## config.mk

```make
export PLATFORM = sky130hd
export DESIGN_NAME = timer_compare_irq_flat
export DESIGN_NICKNAME = d
export VERILOG_FILES = /design/src/rtl/timer_pkg.sv /design/src/rtl/timer_compare_irq_if.sv /design/src/rtl/timer_cmp_ge.sv /design/src/rtl/timer_compare_irq.sv /design/src/flat_wrapper.sv
export SDC_FILE = /design/constraint.sdc
export NUM_CORES = 1
export LEC_CHECK = 0
export BUFFER_PORTS_ARGS = -buffer_cell sky130_fd_sc_hd__buf_2
export CAP_MARGIN = 15
export CORE_MARGIN = 2
export CORE_UTILIZATION = 59
export CTS_CLUSTER_SIZE = 16
export DETAILED_ROUTE_END_ITERATION = 6
export GPL_TIMING_DRIVEN = 0
export PLACE_DENSITY = 0.82
export SLEW_MARGIN = 30
export SYNTH_ARGS = -nofsm -noshare
export SYNTH_HDL_FRONTEND = slang
export SYNTH_SLANG_ARGS = --single-unit
```

## constraint.sdc

```tcl
create_clock -name clk -period 4 [get_ports clk]
set_clock_uncertainty 0.1 [all_clocks]
set_input_delay 0.8 -clock clk [delete_from_list [all_inputs] [get_ports clk]]
set_output_delay 0.8 -clock clk [all_outputs]
set_load 0.01 [all_outputs]
```

## src/rtl/timer_pkg.sv

```systemverilog
// ----------------------------------------------------------------------------
// timer_pkg
// Shared definitions for the timer compare/interrupt block: default counter
// width, register word indices on the MMIO bus and CTRL/STATUS bit positions.
// ----------------------------------------------------------------------------
package timer_pkg;

   localparam int TMR_CNT_W = 32;

   // Register word indices (addr[2:0]); 5-7 are reserved.
   localparam logic [2:0] ADDR_COUNT  = 3'd0;
   localparam logic [2:0] ADDR_CMP    = 3'd1;
   localparam logic [2:0] ADDR_PERIOD = 3'd2;
   localparam logic [2:0] ADDR_CTRL   = 3'd3;
   localparam logic [2:0] ADDR_STATUS = 3'd4;

   // CTRL bit positions
   localparam int CTRL_EN     = 0;
   localparam int CTRL_PERIOD = 1;
   localparam int CTRL_IRQ_EN = 2;

   // STATUS bit positions
   localparam int ST_PEND = 0;
   localparam int ST_OVR  = 1;

endpackage : timer_pkg

```

## src/rtl/timer_compare_irq_if.sv

```systemverilog
// ----------------------------------------------------------------------------
// timer_compare_irq_if
// MMIO bus between the GPIO-side bus master and the timer compare block.
//   sel   : access strobe, one cycle per access
//   we    : 1 = write, 0 = read (qualified by sel)
//   addr  : register word index
//   wdata : write data
//   rdata : registered read data
// ----------------------------------------------------------------------------
interface timer_compare_irq_if
   import timer_pkg::*;
#(
   parameter int CNT_W = TMR_CNT_W
);
   logic             sel;
   logic             we;
   logic [2:0]       addr;
   logic [CNT_W-1:0] wdata;
   logic [CNT_W-1:0] rdata;

   modport master (
      output sel,
      output we,
      output addr,
      output wdata,
      input  rdata
   );

   modport slave (
      input  sel,
      input  we,
      input  addr,
      input  wdata,
      output rdata
   );
endinterface : timer_compare_irq_if

```

## src/rtl/timer_cmp_ge.sv

```systemverilog
// ----------------------------------------------------------------------------
// timer_cmp_ge
// Wrap-safe "a >= b" for free-running counters: true when (a - b) mod 2^W
// has a clear MSB, i.e. a is at or ahead of b by less than half the range.
//   i_a  : running count
//   i_b  : compare value
//   o_ge : 1 when i_a is at or past i_b (modular)
// ----------------------------------------------------------------------------
module timer_cmp_ge #(
   parameter int W = 32
) (
   input  logic [W-1:0] i_a,
   input  logic [W-1:0] i_b,
   output logic         o_ge
);
   logic [W-1:0] w_diff;

   assign w_diff = i_a - i_b;
   assign o_ge   = ~w_diff[W-1];
endmodule : timer_cmp_ge

```

## src/rtl/timer_compare_irq.sv

```systemverilog
// ----------------------------------------------------------------------------
// timer_compare_irq
// Compare/interrupt unit on the free-running CPU timer count. Holds CMP,
// PERIOD, CTRL and STATUS registers, raises a level interrupt when the count
// reaches CMP and optionally auto-reloads CMP by PERIOD.
//   clk        : system clock
//   reset      : asynchronous, active-low reset
//   counter_in : running count from the CPU timer (wraps modulo 2^CNT_W)
//   bus        : MMIO slave port (sel/we/addr/wdata in, registered rdata out)
//   irq        : registered level interrupt
// ----------------------------------------------------------------------------
module timer_compare_irq
   import timer_pkg::*;
#(
   parameter int               CNT_W   = TMR_CNT_W,
   parameter logic [CNT_W-1:0] RST_CMP = {CNT_W{1'b1}}
) (
   input  logic               clk,
   input  logic               reset,
   input  logic [CNT_W-1:0]   counter_in,
   timer_compare_irq_if.slave bus,
   output logic               irq
);

   logic [CNT_W-1:0] r_cmp;
   logic [CNT_W-1:0] r_period;
   logic             r_en;
   logic             r_periodic;
   logic             r_irq_en;
   logic             r_pend;
   logic             r_ovr;
   logic [CNT_W-1:0] r_rdata;
   logic             r_irq;

   logic [CNT_W-1:0] w_cmp_nxt;
   logic [CNT_W-1:0] w_period_nxt;
   logic             w_en_nxt;
   logic             w_periodic_nxt;
   logic             w_irq_en_nxt;
   logic             w_pend_nxt;
   logic             w_ovr_nxt;
   logic [CNT_W-1:0] w_rdata_nxt;
   logic             w_irq_nxt;
   logic             w_ge;
   logic             w_match;
   logic             w_wr;
   logic             w_rd;

   timer_cmp_ge #(.W(CNT_W)) u_cmp_ge (
      .i_a  (counter_in),
      .i_b  (r_cmp),
      .o_ge (w_ge)
   );

   assign w_match = r_en & w_ge;
   assign w_wr    = bus.sel & bus.we;
   assign w_rd    = bus.sel & ~bus.we;

   // Next-state for the register file: W1C, then match/reload, then bus writes
   // (the bus write wins for CMP/CTRL; a match set wins over a PEND clear).
   always_comb begin
      w_cmp_nxt      = r_cmp;
      w_period_nxt   = r_period;
      w_en_nxt       = r_en;
      w_periodic_nxt = r_periodic;
      w_irq_en_nxt   = r_irq_en;
      w_pend_nxt     = r_pend;
      w_ovr_nxt      = r_ovr;

      if (w_wr && (bus.addr == ADDR_STATUS)) begin
         w_pend_nxt = r_pend & ~bus.wdata[ST_PEND];
         w_ovr_nxt  = r_ovr  & ~bus.wdata[ST_OVR];
      end else begin
         w_pend_nxt = r_pend;
         w_ovr_nxt  = r_ovr;
      end

      if (w_match) begin
         w_pend_nxt = 1'b1;
         // Overrun is judged on the PEND value before this edge's W1C.
         if (r_pend) begin
            w_ovr_nxt = 1'b1;
         end else begin
            w_ovr_nxt = w_ovr_nxt;
         end
         if (r_periodic && (r_period != {CNT_W{1'b0}})) begin
            w_cmp_nxt = r_cmp + r_period;
         end else begin
            w_en_nxt = 1'b0;
         end
      end else begin
         w_pend_nxt = w_pend_nxt;
      end

      if (w_wr) begin
         case (bus.addr)
            ADDR_CMP:    w_cmp_nxt    = bus.wdata;
            ADDR_PERIOD: w_period_nxt = bus.wdata;
            ADDR_CTRL: begin
               w_en_nxt       = bus.wdata[CTRL_EN];
               w_periodic_nxt = bus.wdata[CTRL_PERIOD];
               w_irq_en_nxt   = bus.wdata[CTRL_IRQ_EN];
            end
            default:     w_cmp_nxt    = w_cmp_nxt;
         endcase
      end else begin
         w_cmp_nxt = w_cmp_nxt;
      end

      w_irq_nxt = w_pend_nxt & w_irq_en_nxt;
   end

   // Read mux: registers return their pre-edge values; rdata holds between reads.
   always_comb begin
      w_rdata_nxt = r_rdata;
      if (w_rd) begin
         case (bus.addr)
            ADDR_COUNT:  w_rdata_nxt = counter_in;
            ADDR_CMP:    w_rdata_nxt = r_cmp;
            ADDR_PERIOD: w_rdata_nxt = r_period;
            ADDR_CTRL:   w_rdata_nxt = {{(CNT_W-3){1'b0}}, r_irq_en, r_periodic, r_en};
            ADDR_STATUS: w_rdata_nxt = {{(CNT_W-2){1'b0}}, r_ovr, r_pend};
            default:     w_rdata_nxt = {CNT_W{1'b0}};
         endcase
      end else begin
         w_rdata_nxt = r_rdata;
      end
   end

   // State and output registers.
   always_ff @(posedge clk or negedge reset) begin
      if (!reset) begin
         r_cmp      <= RST_CMP;
         r_period   <= {CNT_W{1'b0}};
         r_en       <= 1'b0;
         r_periodic <= 1'b0;
         r_irq_en   <= 1'b0;
         r_pend     <= 1'b0;
         r_ovr      <= 1'b0;
         r_rdata    <= {CNT_W{1'b0}};
         r_irq      <= 1'b0;
      end else begin
         r_cmp      <= w_cmp_nxt;
         r_period   <= w_period_nxt;
         r_en       <= w_en_nxt;
         r_periodic <= w_periodic_nxt;
         r_irq_en   <= w_irq_en_nxt;
         r_pend     <= w_pend_nxt;
         r_ovr      <= w_ovr_nxt;
         r_rdata    <= w_rdata_nxt;
         r_irq      <= w_irq_nxt;
      end
   end

   assign bus.rdata = r_rdata;
   assign irq       = r_irq;

endmodule : timer_compare_irq

```

## src/flat_wrapper.sv

```systemverilog
// flat-port wrapper written by rule: the top's interface ports become plain ports
module timer_compare_irq_flat import timer_pkg::*;
#(
   parameter int               CNT_W   = TMR_CNT_W,
   parameter logic [CNT_W-1:0] RST_CMP = {CNT_W{1'b1}}
)
  (clk, reset, counter_in, irq, bus_sel, bus_we, bus_addr, bus_wdata, bus_rdata);
  timer_compare_irq_if #(.CNT_W(CNT_W)) bus_i ();
  input  logic clk;
  input  logic reset;
  input  logic [CNT_W-1:0] counter_in;
  output logic irq;
  input wire logic [$bits(bus_i.sel)-1:0] bus_sel;
  input wire logic [$bits(bus_i.we)-1:0] bus_we;
  input wire logic [$bits(bus_i.addr)-1:0] bus_addr;
  input wire logic [$bits(bus_i.wdata)-1:0] bus_wdata;
  output wire logic [$bits(bus_i.rdata)-1:0] bus_rdata;
  assign bus_i.sel = bus_sel;
  assign bus_i.we = bus_we;
  assign bus_i.addr = bus_addr;
  assign bus_i.wdata = bus_wdata;
  assign bus_rdata = bus_i.rdata;
  timer_compare_irq #(.CNT_W(CNT_W), .RST_CMP(RST_CMP)) u_core (.clk(clk), .reset(reset), .counter_in(counter_in), .bus(bus_i), .irq(irq));
endmodule
```

==> parameters.txt <==
Parameter                              Value

Logic synthesis
  Number of unique standard cell types used by synthesis    slightly above 60
  Register bit total from synthesis    approximately 100
  Synth Cell Area    7270 um^2
  Syn_nets    916
  Most used flip-flop cell after synthesis    sky130_fd_sc_hd__dfrtp_1
  Number of cells produced by synthesis    783
  Async set-or-reset flop fraction in the synthesized netlist    1.00
  Sequential element share of the synthesized area    0.356
  Number of synthesized flops with an enable pin    0
  Avg Inst Size Synth    9.29 um^2
  Number of warnings issued by yosys    0

Worst setup path
  Crit-path max FO    10
  Data required time at the worst endpoint    4.16 ns
  CP Class    flip-flop to flip-flop
  Data arrival time at the worst-slack endpoint    3.57 ns
  Slack of the worst reg-to-reg path    0.58 ns
  RR Startpoint    u_core.r_cmp[30]$_DFF_PN1_
  Terminus of the critical flop-to-flop path    u_core.r_cmp[14]$_DFF_PN1_
  R2r worst-path depth    11
  Kind of start point of the critical path    flip-flop
  Category of the worst setup path capture point    flip-flop

STA
  Total negative slack    0 ns
  Final setup violation count    0
  Final max-slew violation count    0
  Slew HR    0.404
  Tmin final    3.42 ns
  Final hold violations    0
  Worst slew pin tran    0.894 ns
  Unrepaired setup endpoints after global routing    false
  Maximum frequency from static timing analysis    293 MHz
  Share of the clock period used by the worst path    0.854

Place
  Detailed placer's ending HPWL    16.1 mm
  Number of port buffers    just over 100
  Routability Congestion    0.991
  Cell Area, Placed    between 8000 and 9000 um^2
  Inst Count DP    1033

GRT
  Busiest layer in global routing    met2
  Global router's overall resource usage    0.328
  Maximum number of pins on one net before global-route repair    55
  GRT met3 Usage    0.0780
  Met2 track demand over resource in global routing    0.523
  Global-route congestion overflow total    0
  Wire length of the first global-routing pass    about 33 mm
  Initial antenna violation count    0
  Via count of the first global-routing pass    6373
  M1 GR Usage    0.446

Drt
  Routed wire length    21.0 mm
  Vias per inst    6.24
  Number of iterations in the first detailed-routing pass    7
  Vias    6549
  1st-iter DRT viols    648
  Antenna Nets Post-Route    0
  Detailed-route wire length per cell    20.0 um
  Residual DRC count    5

Min path
  Tightest Hold Check Type    primary input to async pin

CTS
  Clock Root Buffer    sky130_fd_sc_hd__clkbuf_16
  Clock sink count    a little over 100
  CTS H-tree lvls    3
  Number of buffers created by CTS    9
  Post-CTS sizing    0
  Clock Latency Late Sink    roughly 0.37 ns
  Clk pin slew, worst setup/hold paths    about 0.080 ns
  CTS tree    done
  Hold_buf cts    0
  Post-CTS Setup Inserts    0
  Deepest clock path buffer count    2

Power
  Total Power    5.65 mW
  Pwr per Cell Area    682 nW/um^2
  Maximum VDD drop    0.548 mV
  Total leakage power    3.96 nW

Layout
  Net count, final    1030
  Antenna Cells    0
  Final design instance area without fill    8280 um^2
  Number of inserted filler cells in the final layout    996
  Final instance count without filler cells    1049
  Area growth from synthesis to layout    13.9%
  Ratio of cells with drive above 1 in the final layout    0.238

Floorplanning
  Number of standard-cell rows in the floorplan    40
  Top Ports    104
  Die Width    115 um
  CORE AREA    about 12000 um^2
  Initial core utilization    0.606
  Chip height    115 um
  Full die area    between 10000 and 15000 um^2

Status
  Violations in the final reports    DRC
  Run status    complete, but fails checks

Job
  Count of maximum capacitance violations    0
==> report_power, final <==
| part | leakage [nW] | internal (mW) | total, mW | switching, mW |
|---|---|---|---|---|
| sequential | 1.23 | 1.46 | 1.84 | 0.382 |
| combinational | 2.60 | 1.30 | 2.94 | 1.65 |
| clock | 0.132 | 0.431 | 0.859 | 0.428 |
| total | 3.96 | 3.19 | 5.65 | 2.46 |
==> through the flow <==
stage          worst slack [ns]  utilization  hold slack (ns)
2_1_floorplan             0.784            -            0.366
3_3_place_gp              0.380        0.663            0.362
3_5_place_dp              0.340        0.667            0.369
4_1_cts                   0.645        0.689            0.290
5_1_grt                   0.454        0.689            0.312
6_report                  0.584        0.689            0.276
==> logic make-up after synthesis <==
| logic type | after synthesis | share of synthesized area |
|---|---|---|
| compound gates | 241 | 0.220 |
| simple gates | 194 | 0.121 |
| flops | 102 | 0.356 |
| buf+inv | 78 | 0.0463 |
| mux | 76 | 0.112 |
| fa+ha+maj | 62 | 0.108 |
| xor+xnor | 30 | 0.0361 |
==> worst max path at each step <==
stage	startpoint	to	slack, ns	cells past startpoint
2_1_floorplan	counter_in[30]	u_core.r_cmp[31]$_DFF_PN1_	0.78	9
3_3_place_gp	counter_in[30]	u_core.r_cmp[14]$_DFF_PN1_	0.38	11
3_5_place_dp	counter_in[30]	u_core.r_cmp[22]$_DFF_PN1_	0.34	12
4_1_cts	u_core.r_cmp[30]$_DFF_PN1_	u_core.r_cmp[22]$_DFF_PN1_	0.64	12
5_1_grt	u_core.r_cmp[30]$_DFF_PN1_	u_core.r_cmp[20]$_DFF_PN1_	0.45	12
6_report	u_core.r_cmp[30]$_DFF_PN1_	u_core.r_cmp[14]$_DFF_PN1_	0.58	11
==> sequential cells by signal (all words and copies together) (netlist names) <==
register	count
u_core.bus.rdata	32
u_core.r_cmp	32
u_core.r_period	32
u_core.irq	1
u_core.r_en	1
u_core.r_irq_en	1
u_core.r_ovr	1
u_core.r_pend	1
u_core.r_periodic	1
==> layout make-up <==
| type | instances | area [um^2] | area share |
|---|---|---|---|
| Multi-Input combinational cell | 603 | 4350 | 0.525 |
| Sequential cell | 102 | 2590 | 0.313 |
| Timing Repair Buffer | 103 | 544 | 0.0657 |
| Clock buffer | 11 | 233 | 0.0281 |
| Buffer | 40 | 194 | 0.0234 |
| Tap cell | 147 | 184 | 0.0222 |
| Inverter | 38 | 143 | 0.0172 |
| Clock inverter | 5 | 41.3 | 0.00499 |
==> routing by layer <==
metal / wire (um) / up-vias
met1: 8880 / 3128
met3: 1930 / 44
met2: 9700 / 312
li1: - / 3065
met5: 0 / -
met4: 505 / 0
==> critical path, stage by stage (launching register included) <==
cell and delay [ns]:
sky130_fd_sc_hd__dfstp_2 0.56, sky130_fd_sc_hd__inv_1 0.06, sky130_fd_sc_hd__ha_1 0.30, sky130_fd_sc_hd__nand4_1 0.23, sky130_fd_sc_hd__or3_1 0.45, sky130_fd_sc_hd__a2111o_1 0.36, sky130_fd_sc_hd__o21ai_2 0.21, sky130_fd_sc_hd__mux2_2 0.38
sky130_fd_sc_hd__buf_6 0.16, sky130_fd_sc_hd__buf_4 0.20, sky130_fd_sc_hd__a21oi_1 0.20, sky130_fd_sc_hd__a21oi_1 0.10
==> synthesized netlist by cell type (10+ instances only) <==
cell,count,share of area
sky130_fd_sc_hd__mux2i_1,40,0.055
sky130_fd_sc_hd__nor4_1,10,0.0086
sky130_fd_sc_hd__dfstp_2,32,0.12
sky130_fd_sc_hd__nand4_1,10,0.0086
sky130_fd_sc_hd__a21o_1,22,0.023
sky130_fd_sc_hd__mux2_2,35,0.054
sky130_fd_sc_hd__o21ai_0,56,0.039
sky130_fd_sc_hd__nand3_1,10,0.0069
sky130_fd_sc_hd__clkbuf_1,27,0.014
sky130_fd_sc_hd__inv_1,38,0.020
sky130_fd_sc_hd__dfrtp_1,70,0.24
sky130_fd_sc_hd__o21ai_1,25,0.017
sky130_fd_sc_hd__ha_1,61,0.10
sky130_fd_sc_hd__nor2_1,42,0.022
sky130_fd_sc_hd__xnor2_1,11,0.013
sky130_fd_sc_hd__a21oi_1,67,0.046
sky130_fd_sc_hd__xor2_1,19,0.023
sky130_fd_sc_hd__nand2_1,90,0.046
sky130_fd_sc_hd__a22o_1,31,0.037
==> cells in the final DEF (no fill, tap or decap), types with 31 or more instances in the layout <==
cell	count
sky130_fd_sc_hd__a22o_1	31
sky130_fd_sc_hd__nand2_1	90
sky130_fd_sc_hd__dfrtp_1	70
sky130_fd_sc_hd__mux2i_1	40
sky130_fd_sc_hd__dfstp_2	32
sky130_fd_sc_hd__inv_1	38
sky130_fd_sc_hd__buf_2	103
sky130_fd_sc_hd__a21oi_1	67
sky130_fd_sc_hd__o21ai_0	56
sky130_fd_sc_hd__ha_1	61
sky130_fd_sc_hd__mux2_2	35
sky130_fd_sc_hd__nor2_1	42
Power figures use the tool's default switching activity.
